===== config.mk =====
export PLATFORM = sky130hd
export DESIGN_NAME = ped_request
export DESIGN_NICKNAME = d
export VERILOG_FILES = /design/src/rtl/ped_request_pkg.sv /design/src/rtl/ped_request_debounce.sv /design/src/rtl/ped_request.sv
export SDC_FILE = /design/constraint.sdc
export NUM_CORES = 1
export LEC_CHECK = 0
export BUFFER_PORTS_ARGS = -buffer_cell sky130_fd_sc_hd__clkbuf_2
export CAP_MARGIN = 5
export CORE_MARGIN = 5
export CORE_UTILIZATION = 55
export CTS_CLUSTER_DIAMETER = 30
export DETAILED_ROUTE_END_ITERATION = 8
export PLACE_DENSITY_LB_ADDON = 0.25
export SLEW_MARGIN = 20
export SYNTH_ARGS = -nofsm -noshare
export SYNTH_HDL_FRONTEND = slang
export SYNTH_HIERARCHICAL = 1
export SYNTH_SLANG_ARGS = --single-unit

===== constraint.sdc =====
create_clock -name CLOCK_50 -period 3.4 [get_ports CLOCK_50]
set_clock_uncertainty 0.1 [all_clocks]
set_input_delay 0.34 -clock CLOCK_50 [delete_from_list [all_inputs] [get_ports CLOCK_50]]
set_output_delay 0.34 -clock CLOCK_50 [all_outputs]
set_load 0.005 [all_outputs]

===== src/rtl/ped_request_pkg.sv =====
// Shared definitions for the pedestrian request input stage: debounce state
// encoding, wait-counter limits and board-level defaults.
package ped_request_pkg;

    typedef logic [1:0] db_state_t;

    localparam db_state_t DB_UP       = 2'd0;
    localparam db_state_t DB_UP_CHK   = 2'd1;
    localparam db_state_t DB_DOWN     = 2'd2;
    localparam db_state_t DB_DOWN_CHK = 2'd3;

    localparam int unsigned WAIT_W   = 6;
    localparam int unsigned WAIT_MAX = 63;

    localparam int unsigned CLK_HZ_DEFAULT       = 50_000_000;
    localparam int unsigned DEBOUNCE_CYC_DEFAULT = 1_000_000;

    // Counter width that never collapses to zero bits.
    function automatic int unsigned cnt_width(input int unsigned n);
        return (n > 1) ? $clog2(n) : 1;
    endfunction

endpackage


===== src/rtl/ped_request_debounce.sv =====
// Two-flop synchronizer plus four-state debounce FSM for one active-low key.
// Emits the debounced level and a one-cycle press pulse on entry to DOWN.
module ped_request_debounce
    import ped_request_pkg::*;
#(
    parameter int unsigned DEBOUNCE_CYC = DEBOUNCE_CYC_DEFAULT
) (
    input  logic      clk,
    input  logic      rst,
    input  logic      key_n,
    output logic      level,
    output logic      press,
    output db_state_t state
);

    localparam int unsigned CNT_W = cnt_width(DEBOUNCE_CYC);
    localparam logic [CNT_W:0] CNT_LAST = (CNT_W + 1)'(DEBOUNCE_CYC - 1);

    logic            s1_q, s1_d;
    logic            s2_q, s2_d;
    db_state_t       state_q, state_d;
    logic [CNT_W-1:0] cnt_q, cnt_d;
    logic            press_q, press_d;
    logic [CNT_W:0]  cnt_next;
    logic            cnt_done;

    always_comb begin
        s1_d     = key_n;
        s2_d     = s1_q;
        state_d  = state_q;
        cnt_d    = cnt_q;
        press_d  = 1'b0;
        cnt_next = {1'b0, cnt_q} + 1'b1;
        // The sample that opened the CHK state already counts as the first one.
        cnt_done = (cnt_next >= CNT_LAST);

        case (state_q)
            DB_UP: begin
                if (!s2_q) begin
                    state_d = DB_UP_CHK;
                    cnt_d   = '0;
                end
            end
            DB_UP_CHK: begin
                if (s2_q) begin
                    state_d = DB_UP;
                    cnt_d   = '0;
                end else if (cnt_done) begin
                    state_d = DB_DOWN;
                    cnt_d   = '0;
                    press_d = 1'b1;
                end else begin
                    cnt_d = cnt_next[CNT_W-1:0];
                end
            end
            DB_DOWN: begin
                if (s2_q) begin
                    state_d = DB_DOWN_CHK;
                    cnt_d   = '0;
                end
            end
            DB_DOWN_CHK: begin
                if (!s2_q) begin
                    state_d = DB_DOWN;
                    cnt_d   = '0;
                end else if (cnt_done) begin
                    state_d = DB_UP;
                    cnt_d   = '0;
                end else begin
                    cnt_d = cnt_next[CNT_W-1:0];
                end
            end
            default: begin
                state_d = DB_UP;
                cnt_d   = '0;
            end
        endcase
    end

    always_ff @(posedge clk) begin
        if (rst) begin
            s1_q    <= 1'b1;
            s2_q    <= 1'b1;
            state_q <= DB_UP;
            cnt_q   <= '0;
            press_q <= 1'b0;
        end else begin
            s1_q    <= s1_d;
            s2_q    <= s2_d;
            state_q <= state_d;
            cnt_q   <= cnt_d;
            press_q <= press_d;
        end
    end

    assign level = (state_q == DB_DOWN) || (state_q == DB_DOWN_CHK);
    assign press = press_q;
    assign state = state_q;

endmodule


===== src/rtl/ped_request.sv =====
// Pedestrian input stage: free-running tick timebase, debounced key,
// latched walk request with ack handshake, and saturating wait-seconds counter.
module ped_request
    import ped_request_pkg::*;
#(
    parameter int unsigned CLK_HZ       = CLK_HZ_DEFAULT,
    parameter int unsigned TICK_HZ      = 1,
    parameter int unsigned DEBOUNCE_CYC = DEBOUNCE_CYC_DEFAULT
) (
    input  logic              CLOCK_50,
    input  logic              rst,
    input  logic              key_n,
    input  logic              ped_ack,
    output logic              tick,
    output logic              ped_pressed,
    output logic              ped_req,
    output logic [WAIT_W-1:0] wait_s
);

    localparam int unsigned DIV  = CLK_HZ / TICK_HZ;
    localparam int unsigned TB_W = cnt_width(DIV);
    localparam logic [TB_W-1:0]   TB_LAST  = TB_W'(DIV - 1);
    localparam logic [WAIT_W-1:0] WAIT_SAT = WAIT_W'(WAIT_MAX);

    logic [TB_W-1:0]   tb_cnt_q, tb_cnt_d;
    logic              tick_q, tick_d;
    logic              ped_req_q, ped_req_d;
    logic [WAIT_W-1:0] wait_q, wait_d;
    logic              db_level;
    logic              db_press;
    db_state_t         db_state;
    logic              fresh_req;

    ped_request_debounce #(
        .DEBOUNCE_CYC(DEBOUNCE_CYC)
    ) u_debounce (
        .clk   (CLOCK_50),
        .rst   (rst),
        .key_n (key_n),
        .level (db_level),
        .press (db_press),
        .state (db_state)
    );

    always_comb begin
        tb_cnt_d = (tb_cnt_q == TB_LAST) ? '0 : tb_cnt_q + 1'b1;
        tick_d   = (tb_cnt_d == TB_LAST);

        // A press coinciding with an ack re-arms the request rather than dropping it.
        fresh_req = db_press && (!ped_req_q || ped_ack);
        ped_req_d = db_press || (ped_req_q && !ped_ack);

        wait_d = wait_q;
        if (!ped_req_d || fresh_req) begin
            wait_d = '0;
        end else if (tick_q && (wait_q != WAIT_SAT)) begin
            wait_d = wait_q + 1'b1;
        end
    end

    always_ff @(posedge CLOCK_50) begin
        if (rst) begin
            tb_cnt_q  <= '0;
            tick_q    <= 1'b0;
            ped_req_q <= 1'b0;
            wait_q    <= '0;
        end else begin
            tb_cnt_q  <= tb_cnt_d;
            tick_q    <= tick_d;
            ped_req_q <= ped_req_d;
            wait_q    <= wait_d;
        end
    end

    assign tick        = tick_q;
    assign ped_pressed = db_level;
    assign ped_req     = ped_req_q;
    assign wait_s      = wait_q;

    a_press_in_down: assert property (@(posedge CLOCK_50) disable iff (rst)
        db_press |-> (db_state == DB_DOWN));

endmodule

Word-level counts from Yosys, hierarchy flattened
Index checks and enable logic that the tools add are counted.
Widths: inputs -> output; s select.
- logic and storage cells: 54
- bits in registers: 59
- bitwise gates (word level): 1
- multiplexer cells: 15
- equality and inequality tests: 10
- reduce and logical (&&, ||, !) cells: 15
- add/sub/neg operators: 3
- order comparisons: 1
- operator list (kind ; count):
    $mux 20 ; 5
    $pmux 20 s4 ; 1
    $eq 26x26->1 const B ; 2
    $add 26x1->26 const B ; 1
    $mux 26 ; 1
    $add 20x1->21 const B ; 1
    $ge 21x20->1 const B ; 1
    $mux 2 ; 6
    $pmux 2 s4 ; 1
    $add 6x1->6 const B ; 1
    $ne 6x6->1 const B ; 1
    $eq 2x2->1 const B ; 2
    $logic_or 1x1->1 ; 4
    $reduce_and 4->1 ; 1
    $logic_and 1x1->1 ; 3
    $logic_not 1->1 ; 3
    $ne 3x1->1 const B ; 1
    $ne 3x3->1 const B ; 1
    $reduce_or 3->1 ; 1
    $eq 2x1->1 const B ; 1
    $logic_not 2->1 ; 1
    $ne 2x1->1 const B ; 1
    $ne 2x2->1 const B ; 1
    $reduce_and 2->1 ; 1
    3 further kinds ; 3

Longest topological paths before layout
- depth after elaboration: 6
- mapped depth: 11

Cells and area by module
The synthesis kept the hierarchy.
- by module, submodules not included (module ; area each (µm²) ; cells an instance ; instances):
    ped_request ; 1691.6 ; 190 ; 1
    ped_request_debounce ; 1526.5 ; 202 ; 1

Worst setup path after synthesis
OpenSTA, ideal clock, no wires.
- kind: reg2reg
- start point: reg u_debounce.cnt_q[0]
- end point: reg u_debounce.cnt_q[4]
- cell stages (with the launch flop): 12
- slack: 0.850 ns
- setup time: 0.072 ns
- data arrival time: 2.379 ns
- data required time: 3.228 ns
- clock period less this slack: 2.550 ns
- cell sequence: dfxtp_1 > ha_1 > and3_1 > buf_2 > a311oi_1 > o32ai_1 > o31a_1 > o31a_1 > o21ai_2 > buf_4 > a31oi_1 > mux2i_1
- longest elaborated chain between the ends: 5
- RTL lines (what ; line ; source):
    start: declaration ; ped_request_debounce.sv:22 ; logic [CNT_W-1:0] cnt_q, cnt_d;
    start signal: assignment ; ped_request_debounce.sv:91 ; cnt_q <= cnt_d;
    $add 20x1->21 * ; ped_request_debounce.sv:33 ; cnt_next = {1'b0, cnt_q} + 1'b1;
    $ge 21x20->1 ; ped_request_debounce.sv:35 ; cnt_done = (cnt_next >= CNT_LAST);
    $mux 20 * ; ped_request_debounce.sv:48, ped_request_debounce.sv:66 ;
    $mux 20, on equally long branches ; ped_request_debounce.sv:63, ped_request_debounce.sv:45 ;
    $pmux 20 s4 * ; ped_request_debounce.sv:37 ; case (state_q)
Mark *: on every way between the ends. The rest lies on a longest branch, timed or not.
A chain may end at the register's enable or synchronous reset.

Worst setup path in the final report
- start point: reg u_debounce.cnt_q[1]
- end point: reg u_debounce.press_q, in the netlist u_debounce/press
- longest elaborated chain between the ends: 3
- RTL lines (what ; line ; source):
    $add 20x1->21 ; ped_request_debounce.sv:33 ;
    $ge 21x20->1 ; ped_request_debounce.sv:35 ;
    $mux 1 ; ped_request_debounce.sv:48 ; end else if (cnt_done) begin
    end signal: assignment ; ped_request_debounce.sv:92 ; press_q <= press_d;
    end: declaration ; ped_request_debounce.sv:23 ; logic press_q, press_d;
Every way passes these cells.

==> impl_results.md <==
- Status: complete, no violations
- Vias per Instance: about 5.9
- Synthesized area: about 3200 sq um
- Residual DRC count: 0
- Max VDD drop: a little under 0.3 mV
- Layout cells sized above 1: 0.113
- Post-CTS sizing: 0
- Leakage: between 1 and 1.5 nW
- CP Data Required Time: between 3 and 4 ns
- Clock Pin Slew Worst Setup and Hold Paths: roughly 0.070 ns
- Clk root buf: clkbuf_8
- Max Slew Vio Count: 0
- Setup TNS Final: 0 ns
- Via count: 2810
- Ys async rst share: 0
- Max-cap violations: 0
- Hold_buf cts: 0
- Synth cell types: 58
- Area leader, netlist: dfxtp_1
- Mapped Nets: 400
- Worst Path Arrival: ~3.1 ns
- Seq/Total Area, Yosys: 0.367
- Post-synthesis register bit count: between 50 and 60
- Crit path max fanout: 11
- Ys flop type: dfxtp_1
- Worst Setup End Kind: flip-flop
- Initial antenna violation count: 0
- Cells after Synth: just under 400
- Setup Fix Bufs, Post-CTS: 0
- Remaining Overflow, GRT: 0
- TritonCTS clock tree: built
- IO buf count: 12
- Syn Area/Cell: between 8 and 9 sq um
- WL/cell: approximately 14 microns
- Critical Path Start Type: flip-flop
- Final net count: between 400 and 500
- Fmax: 336 MHz
- Skew-Pair Late Insertion Delay: approximately 0.35 ns
- Worst slew pin tran: ~0.54 ns
- Number of global-route vias before repair: 2545
- Die area: between 7000 and 8000 sq um
- Worst slew margin: 0.640
- H-tree levels: 3
- # rows: 27
- Min Tclk post-route: about 3.0 ns
- # diodes: 0
- Final setup vio count: 0
- Cts bufs inserted: 9
- Area share of the largest cell type after synthesis: 0.367
- Power per cell area: just over 400 nW/um^2
- Sinks on Clock Net: 59
- Tot GR Track Use: 0.194
- Initial Utilization: 0.574
- Period utilisation layout: 0.876
- Hpwl dp: roughly 4.9 mm
- Die W: a little under 90 microns
- First-pass GRT wire length: 11.7 mm
- Number of synthesized flops with an enable pin: 0
- Crit Path Category: reg2reg
- Most common cell in the synthesized netlist: dfxtp_1
- Synth area leaders: dfxtp_1 37%, nor2_1 6.2%, xor2_1 6.0%, nand3_1 4.4%, nand2_1 4.2%
- Antenna viol nets, final: 0
- Post-Route WL: slightly below 7 mm
- IO Pins: 13
- Final hold vios: 0
- Synth top cells by count: 59 x dfxtp_1, 53 x nor2_1, 36 x nand2_1
- Pin count of the biggest net entering global routing: 20
- Drt first pass iters: 4
- Deepest clock path buffer count: 2
- Final core utilization: 0.634
- Layout area overhead: 10.5%
- RePlAce Congestion: 0.941
- Worst Hold Class: in2reg
- RSZ-0062 raised after global routing: no
- Die H: slightly below 90 microns
- Synthesis Warnings: 6
- Core area: between 5000 and 6000 sq um
- Initial DRC count: between 200 and 250
## placed cells by master, fill, tap and decap left out, drive strengths merged, types with 4 or more instances in the layout
| cell type | Yosys | final |
|---|---|---|
| dfxtp | 59 | 59 |
| nor2 | 53 | 53 |
| nand2 | 36 | 36 |
| nand3 | 28 | 28 |
| xor2 | 22 | 22 |
| clkbuf | 11 | 21 |
| xnor2 | 14 | 14 |
| inv | 13 | 14 |
| nand4 | 14 | 14 |
| a31oi | 13 | 13 |
| o21ai | 12 | 12 |
| nor3 | 11 | 11 |
| and3 | 8 | 8 |
| mux2i | 7 | 7 |
| nor2b | 7 | 7 |
| buf | 7 | 6 |
| and2 | 6 | 6 |
| nor4 | 6 | 6 |
| nor3b | 5 | 5 |
| a21oi | 5 | 5 |
| or2 | 4 | 4 |
| and4 | 4 | 4 |
| ha | 4 | 4 |
| o22ai | 4 | 4 |
| o211ai | 4 | 4 |
## state kept, by name (all words and copies together) (netlist names), named ones only
register and cells:
u_debounce/cnt_q 20, u_debounce/press 1, u_debounce/s1_q 1, u_debounce/state 1
tick 1, tb_cnt_q 26, wait_s 6, ped_req 1
u_debounce/s2_q 1
## cells by family after synthesis
family | share of synthesized area
AO/OA/AOI/OAI | 0.127
AND/OR/NAND/NOR | 0.330
multiplexers | 0.0218
adder cells (fa/ha/maj) | 0.0156
buffers and inverters | 0.0408
XOR/XNOR | 0.0980
flip-flops | 0.367
## metal layers
layer,GRT usage,routed length (microns),vias to the layer above
met2,0.290,2960,87
met1,0.270,3300,1289
met3,0.0390,462,13
li1,-,-,1421
met5,0,0,-
met4,0.0864,117,0
## worst paths after layout
| check | startpoint | to | cells after the start | slack [ns] |
|---|---|---|---|---|
| max | u_debounce/cnt_q[1] | u_debounce/press | 10 | 0.42 |
| min | key_n | u_debounce/s1_q | 2 | 0.07 |
| max reg2reg | u_debounce/cnt_q[1] | u_debounce/press | 10 | 0.42 |
| min reg2reg | u_debounce/s1_q | u_debounce/s2_q | 1 | 0.32 |
## where the power goes
| part | internal, mW | total (mW) | switching [mW] |
|---|---|---|---|
| registers | 0.695 | 0.699 | 0.00424 |
| logic | 0.0129 | 0.0332 | 0.0202 |
| clock network | 0.417 | 0.724 | 0.307 |
| total | 1.12 | 1.46 | 0.332 |
## worst max-delay path, stage by stage, from the launching register on
cell and delay (ns):
dfxtp_1 0.47, ha_1 0.28, and3_1 0.37, and4_1 0.33
nand2_1 0.11, xor2_1 0.15, o31ai_1 0.33, o21ai_2 0.12
buf_4 0.20, nor2b_1 0.21, nor3b_1 0.22
## final cells by class
class / count / area (sq um)
clock buffer: 9 / 124
clock inverter: 7 / 101
timing repair buffer: 18 / 105
inverter: 13 / 48.8
tap: 72 / 90.1
multi-input combinational: 302 / 1910
fill: 491 / 2050
sequential: 59 / 1180
## metrics by stage
stage                     setup WS (ns)  instance area (sq um)  total power [mW]  cells  hold WS [ns]
after floorplan                   0.850                   3220             0.736    392         0.289
after global placement            0.631                   3330             0.748    464         0.292
after detailed placement          0.493                   3330             0.748    464         0.302
after CTS                         0.458                   3560              1.47    480        0.0642
after global routing              0.163                   3560              1.51    480        0.0680
final                             0.422                   3560              1.46    480        0.0705
No activity file was read; power rests on OpenSTA's default activity.
